File: config.mk
export PLATFORM = sky130hd
export DESIGN_NAME = step_sched
export DESIGN_NICKNAME = d
export VERILOG_FILES = /design/src/rtl/step_sched.sv
export SDC_FILE = /design/constraint.sdc
export NUM_CORES = 1
export LEC_CHECK = 0
export CORE_MARGIN = 2
export CORE_UTILIZATION = 54
export DETAILED_ROUTE_END_ITERATION = 10
export MAX_ROUTING_LAYER = met4
export PLACE_DENSITY_LB_ADDON = 0.12
export SLEW_MARGIN = 20
export SYNTH_ARGS = -nofsm -noshare
export SYNTH_HDL_FRONTEND = slang
export SYNTH_SLANG_ARGS = --single-unit
File: constraint.sdc
create_clock -name CLOCK_50 -period 2.65 [get_ports CLOCK_50]
set_input_delay 0.3975 -clock CLOCK_50 [delete_from_list [all_inputs] [get_ports CLOCK_50]]
set_output_delay 0.3975 -clock CLOCK_50 [all_outputs]
set_load 0.01 [all_outputs]
File: src/rtl/step_sched.sv
// step_sched: tick scheduler for a single-stepped or free-running datapath.
//
// Produces a one-cycle clock enable (tick) for a downstream state register,
// either free-running every 2^TICK_DIV cycles while run is high, or once per
// press of the step button. x_raw/y_raw are synchronized (and optionally
// debounced), then captured into x_q/y_q on the edge that raises tick.
//
// Optional feature macro: STEP_SCHED_DEBOUNCE_EN
//   defined   : each synchronized input changes its filtered value only after
//               differing from it for 2^DB_W consecutive cycles
//   undefined : filtered value is the synchronizer output, DB_W unused
//
// Ports
//   CLOCK_50   in   system clock, rising edge
//   reset      in   synchronous active-high reset
//   run        in   level, requests free-running ticks
//   step       in   asynchronous button, rising edge requests one tick
//   x_raw      in   asynchronous datapath input x
//   y_raw      in   asynchronous datapath input y
//   tick       out  one-cycle clock-enable pulse
//   x_q, y_q   out  x/y captured with tick
//   mode       out  00 IDLE, 01 RUN, 10 STEP
//   step_cnt   out  number of ticks issued (wraps)
//
// state | meaning
// ------+---------------------------------------------------------------
// IDLE  | waiting; run starts RUN, a step edge starts STEP
// RUN   | divider counts, tick every 2^TICK_DIV cycles; step ignored
// STEP  | single cycle with tick high, then IDLE or RUN

module step_sched #(
    parameter int TICK_DIV = 23,
    parameter int DB_W     = 16,
    parameter int CNT_W    = 16
) (
    input  logic             CLOCK_50,
    input  logic             reset,
    input  logic             run,
    input  logic             step,
    input  logic             x_raw,
    input  logic             y_raw,
    output logic             tick,
    output logic             x_q,
    output logic             y_q,
    output logic [1:0]       mode,
    output logic [CNT_W-1:0] step_cnt
);

    typedef enum logic [1:0] {
        ST_IDLE = 2'b00,
        ST_RUN  = 2'b01,
        ST_STEP = 2'b10
    } state_e;

    localparam logic [TICK_DIV-1:0] DIV_MAX = '1;

    // bit 0 = step, bit 1 = x, bit 2 = y
    logic [2:0] raw_in;
    logic [2:0] sync1_q;
    logic [2:0] sync2_q;
    logic [2:0] filt;

    assign raw_in = {y_raw, x_raw, step};

    always_ff @(posedge CLOCK_50) begin
        if (reset) begin
            sync1_q <= '0;
            sync2_q <= '0;
        end else begin
            sync1_q <= raw_in;
            sync2_q <= sync1_q;
        end
    end

`ifdef STEP_SCHED_DEBOUNCE_EN
    localparam logic [DB_W-1:0] DB_MAX = '1;
    // Settling time from reset release until a level present at the pins
    // reaches the filtered value.
    localparam int WARM_N = 2 + 2**DB_W;
    localparam int WARM_W = DB_W + 2;

    logic [2:0]      filt_q;
    logic [2:0]      filt_d;
    logic [DB_W-1:0] db_cnt_q [3];
    logic [DB_W-1:0] db_cnt_d [3];

    always_comb begin
        filt_d = filt_q;
        for (int i = 0; i < 3; i++) begin
            db_cnt_d[i] = '0;
            if (sync2_q[i] != filt_q[i]) begin
                if (db_cnt_q[i] == DB_MAX) begin
                    filt_d[i] = sync2_q[i];
                end else begin
                    db_cnt_d[i] = db_cnt_q[i] + DB_W'(1);
                end
            end
        end
    end

    always_ff @(posedge CLOCK_50) begin
        if (reset) begin
            filt_q <= '0;
            for (int i = 0; i < 3; i++) begin
                db_cnt_q[i] <= '0;
            end
        end else begin
            filt_q <= filt_d;
            for (int i = 0; i < 3; i++) begin
                db_cnt_q[i] <= db_cnt_d[i];
            end
        end
    end

    assign filt = filt_q;
`else
    localparam int WARM_N = 2;
    localparam int WARM_W = 2;

    assign filt = sync2_q;
`endif

    // The synchronizer restarts from 0 after reset, so a button held through
    // reset would look like a fresh press once it propagates. The edge
    // register is held at 1 until the pipeline has settled.
    logic              edge_q;
    logic              edge_d;
    logic [WARM_W-1:0] warm_q;
    logic [WARM_W-1:0] warm_d;
    logic              step_req;

    always_comb begin
        warm_d = warm_q;
        edge_d = filt[0];
        if (warm_q != '0) begin
            warm_d = warm_q - WARM_W'(1);
            edge_d = 1'b1;
        end
    end

    assign step_req = filt[0] & ~edge_q;

    state_e             state_q;
    state_e             state_d;
    logic [TICK_DIV-1:0] div_q;
    logic [TICK_DIV-1:0] div_d;
    logic               run_tc;
    logic               tick_q;
    logic               tick_d;
    logic               x_d;
    logic               y_d;
    logic [CNT_W-1:0]   cnt_q;
    logic [CNT_W-1:0]   cnt_d;

    always_comb begin
        state_d = state_q;
        case (state_q)
            ST_IDLE: begin
                if (run) begin
                    state_d = ST_RUN;
                end else if (step_req) begin
                    state_d = ST_STEP;
                end
            end
            ST_STEP: state_d = run ? ST_RUN : ST_IDLE;
            ST_RUN:  if (!run) state_d = ST_IDLE;
            default: state_d = ST_IDLE;
        endcase

        // Terminal count only yields a tick if RUN continues; a falling run
        // in that cycle drops the tick.
        run_tc = (state_q == ST_RUN) && run && (div_q == DIV_MAX);

        // Counting only while staying in RUN also clears the divider on entry.
        div_d = '0;
        if ((state_q == ST_RUN) && (state_d == ST_RUN)) begin
            div_d = div_q + TICK_DIV'(1);
        end

        tick_d = run_tc || (state_d == ST_STEP);
        x_d    = tick_d ? filt[1] : x_q;
        y_d    = tick_d ? filt[2] : y_q;
        cnt_d  = tick_d ? cnt_q + CNT_W'(1) : cnt_q;
    end

    always_ff @(posedge CLOCK_50) begin
        if (reset) begin
            edge_q  <= 1'b1;
            warm_q  <= WARM_W'(WARM_N);
            state_q <= ST_IDLE;
            div_q   <= '0;
            tick_q  <= 1'b0;
            x_q     <= 1'b0;
            y_q     <= 1'b0;
            cnt_q   <= '0;
        end else begin
            edge_q  <= edge_d;
            warm_q  <= warm_d;
            state_q <= state_d;
            div_q   <= div_d;
            tick_q  <= tick_d;
            x_q     <= x_d;
            y_q     <= y_d;
            cnt_q   <= cnt_d;
        end
    end

    assign tick     = tick_q;
    assign mode     = state_q;
    assign step_cnt = cnt_q;

endmodule

# ---- Word-level counts from Yosys, hierarchy flattened
# Index checks and enable logic that the tools add are counted.
# Widths: inputs -> output; s select.
dict set report totals {
  regBits 53
  inputBits 6
  out_inout_bits 21
  word_cells 34
}
dict set report classes {
  n_addsub 3
  eq_ne 5
  mux 5
  bitwise 3
  reduce_logical 8
}
# cell count
set op_table {}
lappend op_table {{$add 23x1->23 const B} 1}
lappend op_table {{$eq 23x23->1 const B} 1}
lappend op_table {{$add 16x1->16 const B} 1}
lappend op_table {{$mux 2} 3}
lappend op_table {{$pmux 2 s3} 1}
lappend op_table {{$eq 2x1->1 const B} 2}
lappend op_table {{$eq 2x2->1 const B} 2}
lappend op_table {{$reduce_or 2->1} 2}
lappend op_table {{$logic_and 1x1->1} 3}
lappend op_table {{$logic_not 2->1} 1}
lappend op_table {{$not 1->1} 2}
lappend op_table {{$reduce_bool 2->1} 1}
lappend op_table {{$sub 2x1->2 const B} 1}
lappend op_table {{$and 1x1->1} 1}
lappend op_table {{$logic_or 1x1->1} 1}
lappend op_table {{$mux 1} 1}

# ---- Longest topological paths before layout
# Gate-level depths: netlist (run 1).
dict set report depth {
  word_depth 9
  mapped_depth 8
  mapped_depth_nobuf 6
}

# ---- Worst setup path after synthesis (run 1)
# No wires, ideal clock.
dict set report synth_timing {
  path_type {register -> register}
  start {register div_q[11]}
  end {register cnt_q[12] (netlist: step_cnt[12])}
  setup_time_ns 0.071
  t_arrival_ns 1.815
  required_time_ns 2.579
  setup_slack_ns 0.765
  stages_incl_launch_ff 7
  path_buffers 1
  period_less_slack_ns 1.885
  cell_sequence {dfxtp_1 -> nand3_1 -> or2_2 -> buf_2 -> o31a_1 -> or4_1 -> a21oi_1}
}
dict set report synth_via {
  elab_chain_len 3
}
# item line
set synth_rtl {}
lappend synth_rtl {{from (decl)} 145} ;# logic [TICK_DIV-1:0] div_q;
lappend synth_rtl {{from (signal assigned)} 200} ;# div_q <= div_d;
lappend synth_rtl {{$eq 23x23->1} 172} ;# run_tc = (state_q == ST_RUN) && run && (div_q == DIV_MAX);
lappend synth_rtl {{$logic_and 1x1->1} 172}
lappend synth_rtl {{$logic_or 1x1->1} 180} ;# tick_d = run_tc || (state_d == ST_STEP);
lappend synth_rtl {{to (signal assigned)} 204} ;# cnt_q <= cnt_d;
lappend synth_rtl {{to (decl)} 152} ;# logic [CNT_W-1:0] cnt_q;
# Every way passes these cells.
# A chain may end at the register's enable or synchronous reset.

# ---- Final worst setup path (run 1)
dict set report layout_timing {
  start {input run}
  end {register cnt_q[7] (netlist: step_cnt[7])}
}
dict set report layout_via {
  elab_chain_len 4
  elab_cells_between_ends 8
  cone_classes {eq/ne (1); mux (4); reduce/logical (3)}
}
# item line
set layout_rtl {}
lappend layout_rtl {{from (decl)} 38} ;# input logic run,
lappend layout_rtl {{$mux 2, or another cell as far along} 166} ;# ST_RUN: if (!run) state_d = ST_IDLE;
lappend layout_rtl {{$pmux 2 s3} 157} ;# case (state_q)
lappend layout_rtl {{$eq 2x2->1} 180}
lappend layout_rtl {{$logic_or 1x1->1 (*)} 180}
# Every way passes the cells marked *; elsewhere a longest branch is shown, timed or not.

==> run metrics, run 1 <==
P&R area growth vs syn 17.48%; fin crit share 0.8606; final wirelength 3966 um; Final HPWL DP 2770 um; Syn Inst Count 251; H-tree depth 2; final hold violations 0; NetSw 0.0002923 W; nets 285; layout cell share with drive strength beyond 1 0.05054; part of the power in registers 0.618; Final ANT Viol Nets 0; CTS Sinks 53; Final TNS setup 0 ns; global placer's final weighted congestion 0.8056; number of placement rows 23; Worst slew margin 0.6716; Critical path buffers and inverters 2; routed wire length per instance 12.13 um; Crit path top cell by count or3_1; gr ovfl total 0; pwr/cell area 520.6 nW/um2; Max FO, Critical Path 15; most common cell after layout, fill and taps aside dfxtp_1; largest family of logic cells by synthesized area simple AND/OR/NAND/NOR gates; part of the Yosys area used for sequential elements 0.4843; Min Clock Period, post-route 2.281 ns; fill cell count 351; Critical Path End step_cnt[7]; CP max stage cell clkdlybuf4s50_1; die height 67.70 um; Core Region 3943 um2; Critical Path Source run; RSZ-0062 raised after global routing false; Starting Density 0.5557; WS Path Type input pin to flip-flop; mux contribution to synthesized area 0.01828; internal power 0.001048 W; Synth Area in Compound Gates 0.08624; root buffer cell clkbuf_8; Worst Path Required 2.88 ns; CTS tree done; Comb power frac 0.061; largest net degree at the start of global routing 30; Setup violations, final 0; WP depth 7; Avg Inst Size Synth 8.728 um2; clk_lat worst skew 0.30 ns; # IOs 27; chain of cells forming the critical path clkdlybuf4s50_1 -> nand4b_1 -> or3_1 -> o31a_1 -> buf_4 -> or3_1 -> a21oi_1; first-pass GRT wire length 6417 um; fmax 0.4385 GHz; Slew Limit Fails 0; flops & latches, synth 53; Post-Synth Adder-Cell Area 0.01713; CTS Buf Count 5; worst path arrival time 2.51 ns; total track usage 0.1921; Multi-input gate area 1046 um2; fraction of the mapped netlist area in simple logic gates 0.2758; initial antenna violation count 0; Mapped Nets 260; Hold Crit Class flip-flop to flip-flop; cell area after layout 2574 um2; cts repair resizes 0; Crit. End Element flip-flop; IO Port Bufs 26; commonest non-fill, non-tap cells in the layout dfxtp_1, nor2_1, clkdlybuf4s50_1, a21oi_1, or3_1; DP Area 2490 um2; cell area after synthesis 2191 um2; count of warnings emitted by yosys 0; clock buffer depth 2; crit start category input pin; vias 1,762; post-synthesis xor/xnor area fraction 0.07995; detailed-router iteration count before antenna repair 4; final core occ 0.6528; die width 67.70 um; Clock power frac 0.321; post-synth cell types 30; leakage power 0.8401 nW; Reg-to-Reg End step_cnt[7]; Hold Buf Count CTS 0; diode count 0; DRT iter0 DRCs 110; Top delay family on crit path simple AND/OR/NAND/NOR gates; Max-Cap Viols 0; R2R cell count 6; Remaining DRCs 0; R2R Setup Slk 0.45 ns; post-CTS setup buffers 0; worst r2r src div_q[15]; Vias/cell 5.388; Net Sw Frac 0.2182; register area 1061 um2; status completed; Setup Skew 0.005529 ns; maximum vdd ir drop 303.7 uV; Largest stage delay, worst path 0.51 ns; via count of the first global-routing pass 1,493; CTS clk-pin slew, worst paths 0.09 ns; worst-margin pin slew 0.4925 ns; die area 4583 um2
## flip-flops by register name, summed over array words and instances (netlist names)
| signal | count |
|---|---|
| div_q | 23 |
| edge_q | 1 |
| filt | 3 |
| mode | 2 |
| step_cnt | 16 |
| sync1_q | 3 |
| tick | 1 |
| warm_q | 2 |
| x_q | 1 |
| y_q | 1 |
## power groups by stage
stage,Combinational (W),Sequential (W),Clock [W]
CTS,0.0000826,0.000828,0.000450
global placement,0.0000788,0.000846,0
detailed placement,0.0000820,0.000846,0
finish,0.0000816,0.000828,0.000430
floorplan,0.0000612,0.000845,0
global route,0.0000929,0.000830,0.000484
## synth_stat cells (all sizes together)
cell type | number | area, um2
a21oi | 18 | 90.09
nand4b | 1 | 8.760
or3b | 1 | 8.760
or2 | 2 | 12.51
nand2 | 13 | 48.80
mux2i | 4 | 40.04
nand3b | 1 | 7.510
clkbuf | 7 | 26.28
xor2 | 9 | 78.83
nand2b | 1 | 6.260
or4 | 2 | 15.01
o31a | 1 | 8.760
or3 | 17 | 106.4
o31ai | 2 | 15.01
and3 | 5 | 31.28
and4 | 3 | 26.28
nor2 | 31 | 116.4
buf | 5 | 27.53
nand4 | 9 | 62.56
nor4 | 1 | 6.260
dfxtp | 53 | 1061
nand3 | 14 | 70.07
xnor2 | 11 | 96.34
o21ai | 15 | 75.07
inv | 8 | 30.03
nor2b | 6 | 37.54
ha | 3 | 37.54
nor3 | 8 | 40.04
## cell type report
cell class,count,area share
Inverter,8,0.01167
Sequential cell,53,0.4123
Multi-Input combinational cell,178,0.4064
Timing Repair Buffer,30,0.1128
Clock inverter,1,0.002917
Clock buffer,7,0.02965
Tap cell,50,0.02431
## logic make-up after synthesis
logic type	after synthesis
AO/OA/AOI/OAI	36
multiplexers	4
adder cells (fa/ha/maj)	3
buffers and inverters	20
flip-flops	53
XOR/XNOR	20
AND/OR/NAND/NOR	115
## per-layer routing
metal  global-route usage  routed length (um)  vias to the layer above
met5                    -                   0                        -
met4              0.06888                  27                        0
met3              0.05500                 135                        2
met2               0.2904                1813                       27
met1               0.2443                1991                      815
li1                     -                   -                      918
## stage by stage
step | hold slack, ns | power [W] | setup WS, ns | std cells
detailed placement | 0.4353 | 0.0009284 | 0.08192 | 319
floorplan | 0.4138 | 0.0009061 | 0.7648 | 251
global route | 0.4675 | 0.001407 | 0.2859 | 327
global placement | 0.4171 | 0.0009249 | 0.1395 | 319
finish | 0.4481 | 0.001340 | 0.3695 | 327
CTS | 0.4550 | 0.001361 | 0.3907 | 327
## worst min path at each step
stage                     endpoint       start  cells after the start
final                      filt[2]  sync1_q[2]                      1
after CTS                  filt[2]  sync1_q[2]                      1
after global placement     filt[0]  sync1_q[0]                      1
after global routing       filt[2]  sync1_q[2]                      1
after detailed placement   filt[2]  sync1_q[2]                      1
after floorplan            filt[0]  sync1_q[0]                      1
No activity file was read; power rests on OpenSTA's default activity.
==> run 2: changes to the inputs <==
--- a/config.mk
+++ b/config.mk
@@ -7,9 +7,11 @@
 export LEC_CHECK = 0
 export CORE_MARGIN = 2
 export CORE_UTILIZATION = 54
+export CTS_BUF_LIST = sky130_fd_sc_hd__clkbuf_16
 export DETAILED_ROUTE_END_ITERATION = 10
 export MAX_ROUTING_LAYER = met4
-export PLACE_DENSITY_LB_ADDON = 0.12
+export PLACE_DENSITY = 0.8
+export SETUP_SLACK_MARGIN = 0.05
 export SLEW_MARGIN = 20
 export SYNTH_ARGS = -nofsm -noshare
 export SYNTH_HDL_FRONTEND = slang
==> run metrics, run 2 (synthesized netlist as in run 1, its figures left out) <==
status completed (unchanged); Clock power frac 0.398 (was 0.321); pwr/cell area 575.1 nW/um2 (was 520.6 nW/um2); worst r2r src div_q[2] (was div_q[15]); CP max stage cell clkdlybuf4s50_1 (unchanged); Remaining DRCs 0 (unchanged); most common cell after layout, fill and taps aside dfxtp_1 (unchanged); CTS tree done (unchanged); Crit. End Element flip-flop (unchanged); Hold Crit Start sync1_q[0] (was sync1_q[2]); final hold violations 0 (unchanged); P&R area growth vs syn 19.93% (was 17.48%); final worst setup slack 0.4160 ns (was 0.3695 ns); Vias/cell 5.355 (was 5.388); die height 67.70 um (unchanged); max FFs per register 23 (unchanged); number of placement rows 23 (unchanged); Min Clock Period, post-route 2.234 ns (was 2.281 ns); leakage power 0.8703 nW (was 0.8401 nW); internal power 0.001203 W (was 0.001048 W); Max-Cap Viols 0 (unchanged); gr ovfl total 0 (unchanged); Starting Density 0.5557 (unchanged); Hold Path End filt[0] (was filt[2]); Final TNS setup 0 ns (unchanged); first-pass GRT wire length 6472 um (was 6417 um); H-tree depth 2 (unchanged); global placer's final weighted congestion 0.8084 (was 0.8056); CTS Buf Count 5 (unchanged); nets 285 (unchanged); detailed-router iteration count before antenna repair 4 (unchanged); CTS Sinks 53 (unchanged); clk_lat worst skew 0.29 ns (was 0.30 ns); clock buffer depth 2 (unchanged); Hold WS 0.4353 ns (was 0.4481 ns); Top delay family on crit path simple AND/OR/NAND/NOR gates (unchanged); total track usage 0.1959 (was 0.1921); RSZ-0062 raised after global routing false (unchanged); Largest stage delay, worst path 0.52 ns (was 0.51 ns); Setup WS pre-CTS 0.1081 ns (was 0.08192 ns); layout cell share with drive strength beyond 1 0.05054 (unchanged); final wirelength 3891 um (was 3966 um); Final HPWL DP 2690 um (was 2770 um); Setup Skew 0.003072 ns (was 0.005529 ns); Hold Buf Count CTS 0 (unchanged); Hold Path Depth 1 (unchanged); die area 4583 um2 (unchanged); Most flops, register div_q (unchanged); Comb power frac 0.054 (was 0.061); IO Port Bufs 26 (unchanged); Max FO, Critical Path 11 (was 15); routed wire length per instance 11.90 um (was 12.13 um); Non-Filler Instances 327 (unchanged); largest net degree at the start of global routing 30 (unchanged); WS Path Type input pin to flip-flop (unchanged); maximum vdd ir drop 497.0 uV (was 303.7 uV); worst-margin pin slew 0.4680 ns (was 0.4925 ns); R2R cell count 6 (unchanged); Final ANT Viol Nets 0 (unchanged); fmax 0.4476 GHz (was 0.4385 GHz); Crit path top cell by count or3_1 (unchanged); post-CTS setup buffers 0 (unchanged); Setup violations, final 0 (unchanged); worst path arrival time 2.45 ns (was 2.51 ns); part of the power in registers 0.548 (was 0.618); Critical path buffers and inverters 2 (unchanged); diode count 0 (unchanged); Placed Cells 319 (unchanged); Worst Path Required 2.87 ns (was 2.88 ns); fin crit share 0.8430 (was 0.8606); Net Sw Frac 0.2042 (was 0.2182); via count of the first global-routing pass 1,526 (was 1,493); crit start category input pin (unchanged); Reg-to-Reg End step_cnt[4] (was step_cnt[7]); R2R Setup Slk 0.42 ns (was 0.45 ns); root buffer cell clkbuf_16 (was clkbuf_8); # IOs 27 (unchanged); NetSw 0.0003085 W (was 0.0002923 W); Hold Crit Class flip-flop to flip-flop (unchanged); DRT iter0 DRCs 107 (was 110); Worst slew margin 0.6880 (was 0.6716); die width 67.70 um (unchanged); Core Region 3943 um2 (unchanged); vias 1,751 (was 1,762); commonest non-fill, non-tap cells in the layout dfxtp_1, nor2_1, clkdlybuf4s50_1, a21oi_1, or3_1 (unchanged); CTS clk-pin slew, worst paths 0.06 ns (was 0.09 ns); chain of cells forming the critical path clkdlybuf4s50_1 -> nand4b_1 -> or3_1 -> o31a_1 -> buf_4 -> or3_1 -> a21oi_1 (unchanged); fill cell count 337 (was 351); Slew Limit Fails 0 (unchanged); initial antenna violation count 0 (unchanged); final core occ 0.6665 (was 0.6528); cts repair resizes 0 (unchanged)
[run 2: layer usage]
layer / track usage / wire [um]
met5: - / 0
met1: 0.2303 / 1905
met4: 0.07653 / 51
met3: 0.06000 / 146
met2: 0.3125 / 1789
[run 2: cell type report]
type,instances,area [um2],share of cell area
sequential,53,1061,0.4038
clock buffer,5,125.1,0.04762
clock inverter,3,12.51,0.004762
inverter,8,30.03,0.01143
timing repair buffer,30,290.3,0.1105
multi-input combinational,178,1046,0.3981
tap,50,62.56,0.02381
[run 2: power groups by stage]
stage | Combinational [W] | Clock [W] | Sequential, W
floorplan | 0.0000612 | 0 | 0.000845
global placement | 0.0000797 | 0 | 0.000845
detailed placement | 0.0000823 | 0 | 0.000846
CTS | 0.0000835 | 0.000620 | 0.000828
global route | 0.0000936 | 0.000646 | 0.000830
finish | 0.0000810 | 0.000602 | 0.000828
[run 2: worst max path at each step]
stage / slack [ns] / from / to / depth (start not counted)
2_1_floorplan: 0.76 / div_q[11] / step_cnt[12] / 6
3_3_place_gp: 0.17 / run / step_cnt[4] / 7
3_5_place_dp: 0.11 / run / step_cnt[3] / 7
4_1_cts: 0.40 / run / step_cnt[3] / 7
5_1_grt: 0.25 / div_q[2] / step_cnt[9] / 6
6_report: 0.42 / run / step_cnt[4] / 7
[run 2: through the flow]
| stage | area (um2) | power, W |
|---|---|---|
| 5_1_grt | 2628 | 0.001569 |
| 4_1_cts | 2628 | 0.001532 |
| 2_1_floorplan | 2191 | 0.0009061 |
| 3_5_place_dp | 2490 | 0.0009288 |
| 6_report | 2628 | 0.001511 |
| 3_3_place_gp | 2490 | 0.0009251 |
